File: config.mk
export PLATFORM = sky130hd
export DESIGN_NAME = axil_interconnect
export DESIGN_NICKNAME = d
export VERILOG_FILES = /design/src/rtl/axil_pkg.sv /design/src/rtl/axil_addr_decoder.sv /design/src/rtl/axil_interconnect.sv
export SDC_FILE = /design/constraint.sdc
export NUM_CORES = 1
export LEC_CHECK = 0
export CAP_MARGIN = 40
export CELL_PAD_IN_SITES_DETAIL_PLACEMENT = 2
export CELL_PAD_IN_SITES_GLOBAL_PLACEMENT = 2
export CORE_MARGIN = 3
export CORE_UTILIZATION = 19
export DETAILED_ROUTE_END_ITERATION = 16
export PLACE_DENSITY_LB_ADDON = 0.1
export SLEW_MARGIN = 30
export SYNTH_ARGS = -nofsm -noshare
export SYNTH_HDL_FRONTEND = slang
export SYNTH_SLANG_ARGS = --single-unit
File: constraint.sdc
create_clock -name clk -period 2.3 [get_ports clk]
set_input_delay 0.46 -clock clk [delete_from_list [all_inputs] [get_ports clk]]
set_output_delay 0.46 -clock clk [all_outputs]
set_load 0.1 [all_outputs]
File: src/rtl/axil_pkg.sv
// rtl/axil_pkg.sv - shared response codes and FSM state types for the AXI4-Lite interconnect
package axil_pkg;
    localparam logic [1:0] RESP_OKAY   = 2'b00;
    localparam logic [1:0] RESP_SLVERR = 2'b10;
    localparam logic [1:0] RESP_DECERR = 2'b11;

    typedef enum logic [1:0] {W_IDLE, W_ISSUE, W_WAIT, W_RESP} w_state_t;
    typedef enum logic [1:0] {R_IDLE, R_ISSUE, R_WAIT, R_RESP} r_state_t;
endpackage

File: src/rtl/axil_addr_decoder.sv
// rtl/axil_addr_decoder.sv - combinational base/mask decoder, lowest matching slave wins
module axil_addr_decoder #(
    parameter int                      N_SLAVES = 2,
    parameter logic [N_SLAVES*32-1:0]  SLV_BASE = {32'h1000_0000, 32'h0000_0000},
    parameter logic [N_SLAVES*32-1:0]  SLV_MASK = {32'hF000_0000, 32'hFFFF_0000}
) (
    input  logic [31:0]         i_addr,
    output logic [N_SLAVES-1:0] o_sel,
    output logic                o_hit
);
    always_comb begin
        o_sel = '0;
        o_hit = 1'b0;
        for (int i = 0; i < N_SLAVES; i++) begin
            if (!o_hit && ((i_addr & SLV_MASK[i*32 +: 32]) == SLV_BASE[i*32 +: 32])) begin
                o_sel[i] = 1'b1;
                o_hit    = 1'b1;
            end
        end
    end
endmodule

File: src/rtl/axil_interconnect.sv
// rtl/axil_interconnect.sv - 1-to-N AXI4-Lite interconnect, one outstanding write and one read
module axil_interconnect
    import axil_pkg::*;
#(
    parameter int                      N_SLAVES = 2,
    parameter logic [N_SLAVES*32-1:0]  SLV_BASE = {32'h1000_0000, 32'h0000_0000},
    parameter logic [N_SLAVES*32-1:0]  SLV_MASK = {32'hF000_0000, 32'hFFFF_0000}
) (
    input  logic                   clk,
    input  logic                   reset,
    input  logic                   mem_axi_awvalid,
    output logic                   mem_axi_awready,
    input  logic [31:0]            mem_axi_awaddr,
    input  logic [2:0]             mem_axi_awprot,
    input  logic                   mem_axi_wvalid,
    output logic                   mem_axi_wready,
    input  logic [31:0]            mem_axi_wdata,
    input  logic [3:0]             mem_axi_wstrb,
    output logic                   mem_axi_bvalid,
    input  logic                   mem_axi_bready,
    output logic [1:0]             mem_axi_bresp,
    input  logic                   mem_axi_arvalid,
    output logic                   mem_axi_arready,
    input  logic [31:0]            mem_axi_araddr,
    input  logic [2:0]             mem_axi_arprot,
    output logic                   mem_axi_rvalid,
    input  logic                   mem_axi_rready,
    output logic [31:0]            mem_axi_rdata,
    output logic [1:0]             mem_axi_rresp,
    output logic [N_SLAVES-1:0]    slv_axi_awvalid,
    input  logic [N_SLAVES-1:0]    slv_axi_awready,
    output logic [N_SLAVES*32-1:0] slv_axi_awaddr,
    output logic [N_SLAVES*3-1:0]  slv_axi_awprot,
    output logic [N_SLAVES-1:0]    slv_axi_wvalid,
    input  logic [N_SLAVES-1:0]    slv_axi_wready,
    output logic [N_SLAVES*32-1:0] slv_axi_wdata,
    output logic [N_SLAVES*4-1:0]  slv_axi_wstrb,
    input  logic [N_SLAVES-1:0]    slv_axi_bvalid,
    output logic [N_SLAVES-1:0]    slv_axi_bready,
    input  logic [N_SLAVES*2-1:0]  slv_axi_bresp,
    output logic [N_SLAVES-1:0]    slv_axi_arvalid,
    input  logic [N_SLAVES-1:0]    slv_axi_arready,
    output logic [N_SLAVES*32-1:0] slv_axi_araddr,
    output logic [N_SLAVES*3-1:0]  slv_axi_arprot,
    input  logic [N_SLAVES-1:0]    slv_axi_rvalid,
    output logic [N_SLAVES-1:0]    slv_axi_rready,
    input  logic [N_SLAVES*32-1:0] slv_axi_rdata,
    input  logic [N_SLAVES*2-1:0]  slv_axi_rresp
);
    w_state_t              r_wstate, w_wnext;
    r_state_t              r_rstate, w_rnext;
    logic                  r_awready, r_wready, r_aw_done, r_w_done, r_bvalid;
    logic [31:0]           r_awaddr, r_wdata;
    logic [2:0]            r_awprot;
    logic [3:0]            r_wstrb;
    logic [1:0]            r_bresp;
    logic [N_SLAVES-1:0]   r_wsel, r_slv_awvalid, r_slv_wvalid, r_slv_bready;
    logic                  r_arready, r_rvalid;
    logic [31:0]           r_araddr, r_rdata;
    logic [2:0]            r_arprot;
    logic [1:0]            r_rresp;
    logic [N_SLAVES-1:0]   r_rsel, r_slv_arvalid, r_slv_rready;

    logic                  w_aw_hs, w_w_hs, w_ar_hs, w_aw_have, w_w_have;
    logic [31:0]           w_waddr;
    logic [N_SLAVES-1:0]   w_wdec_sel, w_rdec_sel;
    logic                  w_wdec_hit, w_rdec_hit;
    logic [1:0]            w_sbresp, w_srresp;
    logic [31:0]           w_srdata;

    assign w_aw_hs   = mem_axi_awvalid & r_awready;
    assign w_w_hs    = mem_axi_wvalid & r_wready;
    assign w_ar_hs   = mem_axi_arvalid & r_arready;
    assign w_aw_have = r_aw_done | w_aw_hs;
    assign w_w_have  = r_w_done | w_w_hs;
    // Decode the live address in the capture cycle so the slave valid can rise on the next edge.
    assign w_waddr   = r_aw_done ? r_awaddr : mem_axi_awaddr;

    axil_addr_decoder #(.N_SLAVES(N_SLAVES), .SLV_BASE(SLV_BASE), .SLV_MASK(SLV_MASK)) u_wdec (
        .i_addr(w_waddr), .o_sel(w_wdec_sel), .o_hit(w_wdec_hit)
    );
    axil_addr_decoder #(.N_SLAVES(N_SLAVES), .SLV_BASE(SLV_BASE), .SLV_MASK(SLV_MASK)) u_rdec (
        .i_addr(mem_axi_araddr), .o_sel(w_rdec_sel), .o_hit(w_rdec_hit)
    );

    always_comb begin
        w_sbresp = '0;
        w_srresp = '0;
        w_srdata = '0;
        for (int i = 0; i < N_SLAVES; i++) begin
            if (r_wsel[i]) w_sbresp = slv_axi_bresp[i*2 +: 2];
            if (r_rsel[i]) begin
                w_srresp = slv_axi_rresp[i*2 +: 2];
                w_srdata = slv_axi_rdata[i*32 +: 32];
            end
        end
    end

    always_ff @(posedge clk) begin
        if (reset) begin
            r_wstate <= W_IDLE;
            r_rstate <= R_IDLE;
        end else begin
            r_wstate <= w_wnext;
            r_rstate <= w_rnext;
        end
    end

    always_comb begin
        w_wnext = r_wstate;
        case (r_wstate)
            W_IDLE:  if (w_aw_have && w_w_have) w_wnext = w_wdec_hit ? W_ISSUE : W_RESP;
            W_ISSUE: if (!(|(r_slv_awvalid & ~slv_axi_awready)) &&
                         !(|(r_slv_wvalid & ~slv_axi_wready))) w_wnext = W_WAIT;
            W_WAIT:  if (|(r_slv_bready & slv_axi_bvalid)) w_wnext = W_RESP;
            W_RESP:  if (mem_axi_bready) w_wnext = W_IDLE;
            default: w_wnext = W_IDLE;
        endcase
        w_rnext = r_rstate;
        case (r_rstate)
            R_IDLE:  if (w_ar_hs) w_rnext = w_rdec_hit ? R_ISSUE : R_RESP;
            R_ISSUE: if (!(|(r_slv_arvalid & ~slv_axi_arready))) w_rnext = R_WAIT;
            R_WAIT:  if (|(r_slv_rready & slv_axi_rvalid)) w_rnext = R_RESP;
            R_RESP:  if (mem_axi_rready) w_rnext = R_IDLE;
            default: w_rnext = R_IDLE;
        endcase
    end

    always_ff @(posedge clk) begin
        if (reset) begin
            r_awready <= 1'b0; r_wready <= 1'b0; r_aw_done <= 1'b0; r_w_done <= 1'b0;
            r_awaddr <= '0; r_awprot <= '0; r_wdata <= '0; r_wstrb <= '0;
            r_wsel <= '0; r_slv_awvalid <= '0; r_slv_wvalid <= '0; r_slv_bready <= '0;
            r_bvalid <= 1'b0; r_bresp <= RESP_OKAY;
        end else begin
            if (w_aw_hs) begin
                r_awaddr <= mem_axi_awaddr;
                r_awprot <= mem_axi_awprot;
            end
            if (w_w_hs) begin
                r_wdata <= mem_axi_wdata;
                r_wstrb <= mem_axi_wstrb;
            end
            case (r_wstate)
                W_IDLE: begin
                    r_aw_done <= w_aw_have;
                    r_w_done  <= w_w_have;
                    r_awready <= !w_aw_have;
                    r_wready  <= !w_w_have;
                    if (w_wnext != W_IDLE) begin
                        r_aw_done     <= 1'b0;
                        r_w_done      <= 1'b0;
                        r_wsel        <= w_wdec_sel;
                        r_slv_awvalid <= w_wdec_sel;
                        r_slv_wvalid  <= w_wdec_sel;
                        r_bvalid      <= !w_wdec_hit;
                        r_bresp       <= w_wdec_hit ? RESP_OKAY : RESP_DECERR;
                    end
                end
                W_ISSUE: begin
                    r_slv_awvalid <= r_slv_awvalid & ~slv_axi_awready;
                    r_slv_wvalid  <= r_slv_wvalid & ~slv_axi_wready;
                    if (w_wnext == W_WAIT) r_slv_bready <= r_wsel;
                end
                W_WAIT: if (w_wnext == W_RESP) begin
                    r_slv_bready <= '0;
                    r_bvalid     <= 1'b1;
                    r_bresp      <= w_sbresp;
                end
                W_RESP: if (w_wnext == W_IDLE) begin
                    r_bvalid  <= 1'b0;
                    r_awready <= 1'b1;
                    r_wready  <= 1'b1;
                end
                default: ;
            endcase
        end
    end

    always_ff @(posedge clk) begin
        if (reset) begin
            r_arready <= 1'b0; r_araddr <= '0; r_arprot <= '0; r_rsel <= '0;
            r_slv_arvalid <= '0; r_slv_rready <= '0;
            r_rvalid <= 1'b0; r_rdata <= '0; r_rresp <= RESP_OKAY;
        end else begin
            r_arready <= (w_rnext == R_IDLE);
            case (r_rstate)
                R_IDLE: if (w_ar_hs) begin
                    r_araddr      <= mem_axi_araddr;
                    r_arprot      <= mem_axi_arprot;
                    r_rsel        <= w_rdec_sel;
                    r_slv_arvalid <= w_rdec_sel;
                    if (!w_rdec_hit) begin
                        r_rvalid <= 1'b1;
                        r_rdata  <= '0;
                        r_rresp  <= RESP_DECERR;
                    end
                end
                R_ISSUE: begin
                    r_slv_arvalid <= r_slv_arvalid & ~slv_axi_arready;
                    if (w_rnext == R_WAIT) r_slv_rready <= r_rsel;
                end
                R_WAIT: if (w_rnext == R_RESP) begin
                    r_slv_rready <= '0;
                    r_rvalid     <= 1'b1;
                    r_rdata      <= w_srdata;
                    r_rresp      <= w_srresp;
                end
                R_RESP: if (w_rnext == R_IDLE) r_rvalid <= 1'b0;
                default: ;
            endcase
        end
    end

    assign mem_axi_awready = r_awready;
    assign mem_axi_wready  = r_wready;
    assign mem_axi_bvalid  = r_bvalid;
    assign mem_axi_bresp   = r_bresp;
    assign mem_axi_arready = r_arready;
    assign mem_axi_rvalid  = r_rvalid;
    assign mem_axi_rdata   = r_rdata;
    assign mem_axi_rresp   = r_rresp;
    // Payload is broadcast; only the selected slave ever sees a valid.
    assign slv_axi_awvalid = r_slv_awvalid;
    assign slv_axi_awaddr  = {N_SLAVES{r_awaddr}};
    assign slv_axi_awprot  = {N_SLAVES{r_awprot}};
    assign slv_axi_wvalid  = r_slv_wvalid;
    assign slv_axi_wdata   = {N_SLAVES{r_wdata}};
    assign slv_axi_wstrb   = {N_SLAVES{r_wstrb}};
    assign slv_axi_bready  = r_slv_bready;
    assign slv_axi_arvalid = r_slv_arvalid;
    assign slv_axi_araddr  = {N_SLAVES{r_araddr}};
    assign slv_axi_arprot  = {N_SLAVES{r_arprot}};
    assign slv_axi_rready  = r_slv_rready;
endmodule

Word level (Yosys, flattened, before mapping)
Index checks and enable logic that the tools add are counted.

Register bits after elaboration: 167. Input bits: 195. Output and inout port bits: 263. Logic and storage cells: 164.

Equal/unequal tests: 21. Mux-type cells: 62. Bitwise operators: 13. Reductions and logical operators: 43.

Operator list (count): $mux 32 (6); $logic_not 32->1 (2); $pmux 32 s2 (1); $mux 2 (26); $pmux 2 s2 (7); $ne 2x2->1 const B (9); $eq 2x2->1 const B (8); $mux 1 (16); $pmux 2 s4 (2); $reduce_bool 2->1 (8); $and 2x2->2 (5); $reduce_and 2->1 (5); $reduce_or 2->1 (5); $reduce_and 3->1 (3); $eq 4x1->1 const B (2); $logic_not 2->1 (4); $reduce_and 4->1 (2); $logic_not 1->1 (7); $not 2->2 (3); $pmux 1 s3 (2); $reduce_bool 3->1 (2); $reduce_and 5->1 (1); $eq 2x1->1 const B (2); $logic_and 1x1->1 (4); 3 further kinds (7).

Depth between registers and ports, before layout
Gate-level depths: netlist (run 1).

Depth after elaboration: 12. Depth in mapped cells: 7. Gate-level depth less buffers: 5.

Modules after synthesis
A second synthesis (run 1) with hierarchy kept.

Cells, all modules: 892. Area total of the unflattened synthesis: 7659.8 um2.

By module, submodules not included: axil_interconnect (times used 1, cells an instance 874, area each 7559.8 um2, seq. area each 3343.2 um2); axil_addr_decoder (times used 2, cells an instance 9, area each 50.0 um2, seq. area each 0.0 um2).

Least setup slack after synthesis (run 1)
OpenSTA, ideal clock, no wires.

Path type: reg2reg. Start point: reg r_arready (netlist: mem_axi_arready). End point: reg r_arprot[0]. Arrival time: 1989 ps. Data required time: 2230 ps. Path slack: 241 ps. Cell stages (with the launch flop): 6. Path buffers: 1. Cell sequence: dfxtp_1 > nand2_1 > nor3_2 > clkbuf_1 > nand2_1 > a21oi_1.

Cells in the longest elaborated chain, start to end: 2.

Ends and longest elaborated chain: start, declared (line axil_interconnect.sv:58) `logic r_arready, r_rvalid;`; start signal, assigned (line axil_interconnect.sv:186) `r_arready <= (w_rnext == R_IDLE);`; $and 1x1->1 (line axil_interconnect.sv:73) `assign w_ar_hs = mem_axi_arvalid & r_arready;`; $reduce_and 2->1 (no line); end signal, assigned (line axil_interconnect.sv:190) `r_arprot <= mem_axi_arprot;`; end, declared (line axil_interconnect.sv:60) `logic [2:0] r_arprot;`.

Every way passes these cells. A chain may end at the register's enable or synchronous reset.

Worst setup path in the final report (run 1)
Start point: in mem_axi_araddr[24]. End point: reg r_rdata[25] (netlist: mem_axi_rdata[25]).

Cells in the longest elaborated chain, start to end: 11. Elaborated cells between the ends (all ways): 12. Those cells by class: eq/ne: 3; mux: 5; reduce/logical: 4.

Ends and longest elaborated chain: start, declared (line axil_interconnect.sv:24) `input logic [31:0] mem_axi_araddr,`; $logic_not 32->1 * (line axil_addr_decoder.sv:15) `if (!o_hit && ((i_addr & SLV_MASK[i*32 +: 32]) == SLV_BASE[i*32 +: 32])) begin`; $mux 1 * (line axil_addr_decoder.sv:15); $logic_not 1->1 (line axil_addr_decoder.sv:15); $logic_and 1x1->1 (line axil_addr_decoder.sv:15); $mux 1 * (line axil_addr_decoder.sv:15); $mux 2 (2 in a row) (line axil_interconnect.sv:121) `R_IDLE: if (w_ar_hs) w_rnext = w_rdec_hit ? R_ISSUE : R_RESP;`; $pmux 2 s4 (line axil_interconnect.sv:120) `case (r_rstate)`; $eq 2x2->1 (line axil_interconnect.sv:203) `R_WAIT: if (w_rnext == R_RESP) begin`; $ne 2x2->1 (no line); $reduce_and 4->1 (no line) *; end signal, assigned (line axil_interconnect.sv:206) `r_rdata <= w_srdata;`; end, declared (line axil_interconnect.sv:59) `logic [31:0] r_araddr, r_rdata;`.

Mark *: on every way between the ends. The rest lies on a longest branch, timed or not.

==> results of run 1 <==
cells in the final DEF (no fill, tap or decap), types with 2 or more instances in the layout:
| cell | Yosys | layout |
|---|---|---|
| clkinv_2 | 0 | 3 |
| a21oi_1 | 126 | 126 |
| nand2b_1 | 3 | 3 |
| nand2_1 | 236 | 236 |
| clkbuf_16 | 0 | 17 |
| nor2_1 | 13 | 13 |
| nor4_1 | 9 | 9 |
| a31oi_1 | 4 | 4 |
| dfxtp_1 | 167 | 167 |
| o21a_1 | 4 | 4 |
| buf_12 | 0 | 4 |
| nor3_1 | 4 | 4 |
| inv_1 | 38 | 38 |
| clkdlybuf4s50_1 | 0 | 193 |
| nand3_1 | 14 | 14 |
| a22o_1 | 2 | 2 |
| and2_1 | 3 | 3 |
| buf_4 | 106 | 282 |
| bufinv_16 | 0 | 7 |
| nor2b_1 | 7 | 6 |
| o32ai_1 | 32 | 32 |
| o21ai_0 | 5 | 5 |
| clkinv_4 | 0 | 3 |
| o211ai_1 | 2 | 2 |
| a22oi_1 | 36 | 36 |
| a221oi_1 | 2 | 2 |
| or3_1 | 2 | 2 |
flip-flops by register name, summed over array words and instances (netlist names), 2 cells and up:
register and flops:
mem_axi_rdata 32, r_araddr 32, r_awaddr 32, r_wdata 32, r_wstrb 4, r_arprot 3
r_awprot 3, mem_axi_bresp 2, mem_axi_rresp 2, r_rsel 2, r_rstate 2, r_wsel 2
r_wstate 2, slv_axi_arvalid 2, slv_axi_awvalid 2, slv_axi_bready 2, slv_axi_rready 2, slv_axi_wvalid 2
power groups by stage:
| stage | clock [mW] | combinational, mW | sequential [mW] |
|---|---|---|---|
| 2_1_floorplan | 0 | 2.23 | 4.84 |
| 3_3_place_gp | 0 | 4.69 | 3.46 |
| 3_5_place_dp | 0 | 4.72 | 3.46 |
| 4_1_cts | 3.59 | 4.73 | 3.40 |
| 5_1_grt | 3.71 | 4.88 | 3.44 |
| 6_report | 3.43 | 4.67 | 3.39 |
per-layer routing:
| layer | up-vias | share of wire, % | global-route usage (%) |
|---|---|---|---|
| li1 | 3596 | - | - |
| met1 | 3583 | 44 | 19.16 |
| met2 | 252 | 48 | 25.70 |
| met3 | 14 | 6.3 | 4.638 |
| met4 | 0 | 1.0 | 4.115 |
| met5 | - | 0 | 0 |
kinds of logic (layout without fill, tap and decap cells):
group,count (synthesis),after routing,share of synthesized area [%]
AO/OA/AOI/OAI,225,225,19.68
other,0,1,0
AND/OR/NAND/NOR,301,301,17.67
flip-flops,167,167,46.28
multiplexers,1,1,0.1559
buffers and inverters,203,549,16.21
layout make-up:
class | count | area [µm²]
Tap cell | 504 | 630.6
Antenna cell | 1 | 2.502
Sequential cell | 167 | 3343
Inverter | 38 | 142.6
Fill cell | 4247 | 25380
Clock inverter | 13 | 251.5
Clock buffer | 18 | 439.2
Timing Repair Buffer | 480 | 4140
Multi-Input combinational cell | 527 | 2718
worst max-delay path, delay by kind of cell:
| kind | cells | cell delay, ps |
|---|---|---|
| buffers and inverters | 2 | 640 |
| AO/OA/AOI/OAI | 4 | 800 |
| AND/OR/NAND/NOR | 1 | 400 |
worst max-delay path by stage:
stage	start	endpoint	slack, ps	cells past startpoint
after floorplan	mem_axi_arready	r_arprot[0]	240	5
after CTS	mem_axi_araddr[24]	mem_axi_rdata[25]	330	7
after global placement	mem_axi_araddr[24]	mem_axi_rvalid	-130	7
after detailed placement	mem_axi_araddr[24]	mem_axi_rdata[13]	-150	7
final	mem_axi_araddr[24]	mem_axi_rdata[25]	330	7
after global routing	mem_axi_araddr[24]	mem_axi_rdata[26]	170	7
cell usage after synthesis, types with 2 or more instances:
library cell,number
buf_2,3
or3_1,2
a31oi_1,4
and2_1,3
clkbuf_1,45
a22oi_1,36
nor4_1,9
a22o_1,2
dfxtp_1,167
o32ai_1,32
o21ai_0,5
buf_4,106
nor2_1,13
nand3_1,14
o211ai_1,2
a221oi_1,2
buf_1,10
nor3_1,4
a21oi_1,126
nor2b_1,7
nand2b_1,3
o21a_1,4
nand2_1,236
inv_1,38
through the flow:
stage / worst slack, ps / util (%) / instance area [µm²] / std cells
3_5_place_dp: -147.9 / 29.62 / 10970 / 1716
3_3_place_gp: -133.0 / 29.62 / 10970 / 1716
6_report: 326.3 / 31.49 / 11670 / 1748
4_1_cts: 331.0 / 31.49 / 11660 / 1747
5_1_grt: 168.6 / 31.49 / 11670 / 1748
2_1_floorplan: 241.0 / - / 7223 / 897
==> results.json, run 1 <==
{
  "slew_violations": 0,
  "whs_endpoint": "slv_axi_rready[0]",
  "synth_area_leaders": "dfxtp_1 (46%), nand2_1 (12%), buf_4 (11%), a21oi_1 (8.7%), o32ai_1 (3.9%)",
  "fin_crit_ps": 1974,
  "worstPathRequired_ps": 2630,
  "max_freq_mhz": 506.7,
  "crit_slowest_cell": "clkdlybuf4s50_1",
  "synth_seq_cells": 167,
  "seqPwrFrac_pct": 29.5,
  "yosysSeqAreaShare_pct": 46.28,
  "dieArea_um2": 40390,
  "cts_max_level": 4,
  "switching_share_pct": 44.70,
  "ant_nets": 0,
  "internal-power_mw": 6.355,
  "hold_path_startpoint": "reset",
  "grt_setup_unrepaired": "no",
  "cts.path.max_buffers": 2,
  "syn-instance-count": 897,
  "r2r_end": "mem_axi_bresp[0]",
  "root_buffer": "clkbuf_16",
  "die_w_um": 201.0,
  "ir_drop_v": 0.0005151,
  "min_path_cells": 2,
  "gp_congestion": 0.7214,
  "power_leakage_nw": 4.601,
  "num_rows": 70,
  "ys_warn_count": 0,
  "outcome": "finished clean",
  "syn_avg_cell_area_um2": 8.053,
  "die_h_um": 201.0,
  "cp_cell_sequence": "clkdlybuf4s50_1 > nor4_1 > a31oi_1 > o21ai_1 > a21oi_2 > buf_12 > o32ai_1",
  "ios": 458,
  "crit_path_end_kind": "flip-flop",
  "syn_to_final_growth_pct": 61.53,
  "worst_pin_slew_ps": 596.5,
  "ys.flop_type": "dfxtp_1",
  "cap_violations": 0,
  "first_global_vias": 7890,
  "final_nets": 1426,
  "pwr-share-comb_pct": 40.6,
  "cts_sinks": 167,
  "ys_types": 48,
  "synth-edff-count": 0,
  "grt_start_max_net_pins": 70,
  "grt_pass1_wl_mm": 48.38,
  "core_area_um2": 37050,
  "finalCritPeriodShare_pct": 85.81,
  "power.switching_mw": 5.136,
  "synth.largest_area_cell": "dfxtp_1",
  "setup_viol": 0,
  "drt-total-wl_mm": 31.89,
  "total_power_mw": 11.49,
  "setup_tns_ps": 0,
  "cts_resized": 0,
  "gr-total-overflow": 0,
  "async_reset_ff_share_pct": 0,
  "cts_tree": "built",
  "grtUsageTotal_pct": 15.33,
  "clkLatencyLatePin_ps": 430,
  "power_density_nw_per_um2": 984.9,
  "wl_per_cell_um": 18.24,
  "post_cts_buffers": 0,
  "drt_iter0_markers": 271,
  "vias": 7445,
  "slew_headroom_pct": 60.15,
  "cts_buffers": 17,
  "synth.top_cell.area_share_pct": 46.28,
  "layout-drive-gt1-share_pct": 26.71,
  "cpPeakStageDelay_ps": 450,
  "cts_hold_buffers": 0,
  "path_class": "in -> reg",
  "via_per_inst": 4.259,
  "hold_viol_final": 0,
  "worstPathMaxFanout": 35,
  "initial_core_util_pct": 19.50,
  "startpoint_type": "primary input",
  "hpwl_mm": 23.96,
  "drc_errors": 0,
  "syn_area_um2": 7223,
  "reg2reg_from": "r_aw_done",
  "firstDrtPassIters": 4,
  "io_buffers": 457,
  "hold_class": "in -> reg",
  "clkPwrFrac_pct": 29.9,
  "syn_nets": 1092,
  "fin_worst_skew_ps": 7.406,
  "clk_pin_slew_worst_paths_ps": 70,
  "hold_ws_ps": 391.3,
  "reg2regPathDepth": 5,
  "ff2ff_setup_slack_ps": 570,
  "crit_arrival_ps": 2300,
  "antenna_found_initial": 1
}
No activity file was read; power rests on OpenSTA's default activity.
==> inputs of run 2 (changes only) <==
CORE_UTILIZATION = 17   (was 19)
clock period = 1.73 ns   (was 2.3 ns; I/O delays follow)
==> run 2 against run 1 <==
  * Die area increased by 11%
  * Clock power up 24%
  * Hold slack worse by 180 ps
  * Wire length up 10%
  * Critical endpoint is now mem_axi_rdata[27]
  * Highest routed layer is now met5
==> results.json, run 2 (synthesis results as in run 1) <==
{
  "die_w_um": 212.1,
  "cts.path.max_buffers": 2,
  "slew_headroom_pct": 71.89,
  "core_area_um2": 41390,
  "dp_cells": 1774,
  "num_rows": 74,
  "cts_max_level": 4,
  "firstDrtPassIters": 4,
  "hold_class": "in -> reg",
  "gr-total-overflow": 0,
  "startpoint_type": "primary input",
  "crit_path_end_kind": "flip-flop",
  "root_buffer": "clkbuf_16",
  "dieArea_um2": 45000,
  "via_per_inst": 4.243,
  "fin_worst_skew_ps": 9.780,
  "final_nets": 1461,
  "die_h_um": 212.1,
  "grt_start_max_net_pins": 68,
  "drt-total-wl_mm": 35.23,
  "drt_iter0_markers": 184,
  "antenna_found_initial": 4,
  "vias": 7693,
  "max_freq_mhz": 593.9,
  "layout-drive-gt1-share_pct": 32.92,
  "num-fill-cells": 4300,
  "slew_violations": 0,
  "cts_tree": "built",
  "ant_nets": 0,
  "hold_viol_final": 0,
  "path_class": "in -> reg",
  "io_buffers": 457,
  "cap_violations": 0,
  "fin_crit_ps": 1684,
  "cp_cell_sequence": "clkdlybuf4s50_1 > or3_4 > o21ai_2 > a21oi_4 > buf_12 > buf_12 > o32ai_2",
  "hpwl_mm": 27.37,
  "outcome": "finished clean",
  "first_global_vias": 8305,
  "clk_pin_slew_worst_paths_ps": 70,
  "power_leakage_nw": 5.699,
  "total_power_mw": 16.85,
  "final_cell_mix": "buf_12 (272), nand2_1 (236), clkdlybuf4s50_1 (182)",
  "gp_congestion": 0.7092,
  "ios": 458,
  "cts_buffers": 17,
  "finalCritPeriodShare_pct": 97.33,
  "crit_slowest_cell": "clkdlybuf4s50_1",
  "power_density_nw_per_um2": 1081,
  "cts_sinks": 167,
  "cpPeakStageDelay_ps": 440,
  "wl_per_cell_um": 19.43,
  "grtUsageTotal_pct": 15.05,
  "critPathMostFrequentCell": "buf_12",
  "worstPathRequired_ps": 2070,
  "ir_drop_v": 0.0006308,
  "initial_core_util_pct": 17.45,
  "clkLatencyLatePin_ps": 440,
  "syn_to_final_growth_pct": 115.8,
  "worst_pin_slew_ps": 411.0,
  "crit_arrival_ps": 2030,
  "grt_setup_unrepaired": "yes",
  "hold_ws_ps": 213.0,
  "worstPathMaxFanout": 18,
  "grt_pass1_wl_mm": 51.37,
  "cts_hold_buffers": 0,
  "layout_commonest_cell": "buf_12",
  "final_cells": 1813,
  "drc_errors": 0,
  "setup_viol": 0
}
## run 2: changes by cell type in the layout (fill, tap and decap cells not counted), sizes merged
cell | previous run | this run
diode | 1 | 2
buf | 287 | 321
clkbuf | 18 | 26
bufinv | 7 | 4
clkinv | 6 | 3
clkdlybuf4s50 | 193 | 182
dlymetal6s2s | 0 | 11
## run 2: critical path: cells and delay by family
family	cells	cell delay, ps
buffers and inverters	3	730
AOI/OAI and AO/OA	3	510
and+or+nand+nor	1	420
## run 2: per-stage QoR
stage | area (µm²) | setup slack [ps] | utilization [%] | setup TNS [ps]
after global placement | 14610 | -477.0 | 35.30 | -21570
after global routing | 15580 | -65.15 | 37.65 | -121.7
final | 15590 | 46.24 | 37.66 | 0
after CTS | 15300 | -2.600 | 36.96 | -5.228
after floorplan | 7256 | 5.121 | - | 0
after detailed placement | 14610 | -517.1 | 35.30 | -24800
## run 2: layer usage
metal	track usage, %	up-vias	routed length, µm
li1	-	3658	-
met1	17.90	3752	14460
met2	25.60	257	17390
met3	6.035	20	2949
met4	3.303	6	392
met5	0	-	36
## run 2: final timing paths
check	from	to	slack [ps]	cells past startpoint
max	mem_axi_araddr[29]	mem_axi_rdata[27]	50	7
min	mem_axi_araddr[23]	r_araddr[23]	210	3
max reg2reg	r_aw_done	mem_axi_bresp[0]	70	5
min reg2reg	r_rsel[0]	r_rsel[0]	490	2
## run 2: what timing repair did
item / CTS / global route
setup endpoints to repair: 17 / 37
setup buffers: 0 / 2
resized for setup: 6 / 37
cloned: 0 / 3
hold endpoints to repair: 0 / 0
pin swaps: 3 / 5
## run 2: area by class of cell
class                   instances  area [µm²]  share of cell area, %
diodes                          2       5.005                0.03211
clock buffers                  25       505.5                  3.243
clock inverters                 7       138.9                 0.8911
inverters                      38       142.6                 0.9151
multi-input cells             527        2943                  18.88
flip-flops and latches        167        3377                  21.67
well taps                     532       665.6                  4.271
repair buffers                515        7809                  50.10
## run 2: report_power, final
group / internal (mW) / switching, mW
registers: 4.18 / 0.562
clock network: 2.61 / 1.64
logic: 2.84 / 5.02
==> inputs of run 3 (changes only) <==
PLACE_DENSITY = 0.85   (was unset)
PLACE_DENSITY_LB_ADDON = unset   (was 0.1)
==> run 3 against run 2 <==
  * Clock skew grew 2.1 ps
  * Design area shrank 0.39%
  * Non-clock buffer count decreased by 1
==> results.json, run 3 (synthesis results as in run 1) <==
{
  "antenna_found_initial": 8,
  "drc_errors": 0,
  "crit_path_end_kind": "flip-flop",
  "clk_pin_slew_worst_paths_ps": 70,
  "power_density_nw_per_um2": 1064,
  "grt_start_max_net_pins": 47,
  "crit_arrival_ps": 2040,
  "drt_iter0_markers": 309,
  "num-fill-cells": 4260,
  "slew_violations": 0,
  "outcome": "finished clean",
  "via_per_inst": 4.373,
  "design_area_um2": 15530,
  "worstPathMaxFanout": 9,
  "hold_viol_final": 0,
  "die_w_um": 212.1,
  "dieArea_um2": 45000,
  "cts_max_level": 4,
  "gp_congestion": 0.7746,
  "ir_drop_v": 0.0005642,
  "cts.path.max_buffers": 2,
  "finalCritPeriodShare_pct": 97.95,
  "first_global_vias": 8951,
  "initial_core_util_pct": 17.45,
  "cap_violations": 0,
  "wl_per_cell_um": 21.52,
  "hold_class": "in -> reg",
  "grtUsageTotal_pct": 16.90,
  "vias": 7923,
  "layout_commonest_cell": "buf_12",
  "final_nets": 1460,
  "worst_pin_slew_ps": 443.9,
  "num_rows": 74,
  "slew_headroom_pct": 70.41,
  "root_buffer": "clkbuf_16",
  "firstDrtPassIters": 4,
  "fin_crit_ps": 1695,
  "fin_worst_skew_ps": 11.91,
  "die_h_um": 212.1,
  "grt_setup_unrepaired": "yes",
  "layout-drive-gt1-share_pct": 32.39,
  "cts_hold_buffers": 0,
  "grt_pass1_wl_mm": 57.26,
  "dp_cells": 1769,
  "ant_nets": 0,
  "io_buffers": 457,
  "cts_buffers": 17,
  "cts_tree": "built",
  "drt-total-wl_mm": 38.99,
  "core_area_um2": 41390,
  "power_leakage_nw": 5.609,
  "clkLatencyLatePin_ps": 440,
  "worstPathRequired_ps": 2070,
  "final_cell_mix": "buf_12 (276), nand2_1 (236), clkdlybuf4s50_1 (178)",
  "place_area_um2": 14630,
  "path_class": "in -> reg",
  "syn_to_final_growth_pct": 114.9,
  "cts_sinks": 167,
  "setup_viol": 0,
  "final_cells": 1812,
  "max_freq_mhz": 590.1,
  "hpwl_mm": 31.11,
  "startpoint_type": "primary input",
  "ios": 458,
  "gr-total-overflow": 0
}
-- run 3: changes by cell type in the layout (fill, tap and decap cells not counted), moves of 5 or more --
cell	change
dlymetal6s2s_1	-9
buf_4	-5
dlygate4sd2_1	+11
o32ai_2	-5
o32ai_1	+6
-- run 3: per-layer routing --
metal | part of all wire [%] | global-route usage, % | up-vias
met5 | 0.21 | 0 | -
met4 | 2.4 | 5.566 | 12
met3 | 6.9 | 5.371 | 57
met2 | 55 | 32.66 | 310
met1 | 35 | 17.05 | 3888
li1 | - | - | 3656
-- run 3: timing repair --
item	4_1_cts	5_1_grt
gates cloned	3	0
gates resized for setup	43	7
pin swaps	9	4
setup endpoints to repair	40	29
buffers inserted	3	4
-- run 3: critical path: stages --
cell,delay (ps)
clkdlybuf4s50_1,430
or3_4,430
o21ai_4,180
a21oi_4,110
buf_4,160
buf_12,140
o32ai_2,230
-- run 3: cell type report --
type                       count  area [µm²]  area share, %
antenna                        2       5.005        0.03223
clock buffer                  25       485.5          3.127
clock inverter                 7       70.07         0.4513
inverter                      38       142.6         0.9187
multi-input combinational    527        2922          18.82
sequential                   167        3379          21.77
tap                          532       665.6          4.287
timing repair buffer         514        7856          50.60
-- run 3: per-stage QoR --
step / utilization (%) / hold WS, ps / worst slack (ps) / power [mW] / TNS (ps)
4_1_cts: 37.31 / 194.1 / 3.684 / 16.70 / 0
2_1_floorplan: - / 444.8 / 5.121 / 9.409 / 0
5_1_grt: 37.51 / 209.7 / 5.799 / 17.18 / 0
3_3_place_gp: 35.34 / 477.5 / -585.2 / 12.50 / -24040
6_report: 37.51 / 230.7 / 35.38 / 16.52 / 0
3_5_place_dp: 35.34 / 493.1 / -799.6 / 12.72 / -36980
-- run 3: final timing paths --
check,startpoint,end,depth (start not counted),slack (ps)
worst min-delay path,reset,r_araddr[2],2,230
worst max-delay path,mem_axi_araddr[29],mem_axi_rdata[0],7,40
worst min register to register,slv_axi_wvalid[1],slv_axi_wvalid[1],2,500
worst max register to register,r_aw_done,mem_axi_bvalid,6,130
-- run 3: where the power goes --
group / switching [mW] / internal [mW]
clock: 1.62 / 2.10
combinational: 5.06 / 2.93
sequential: 0.640 / 4.18
total: 7.32 / 9.20
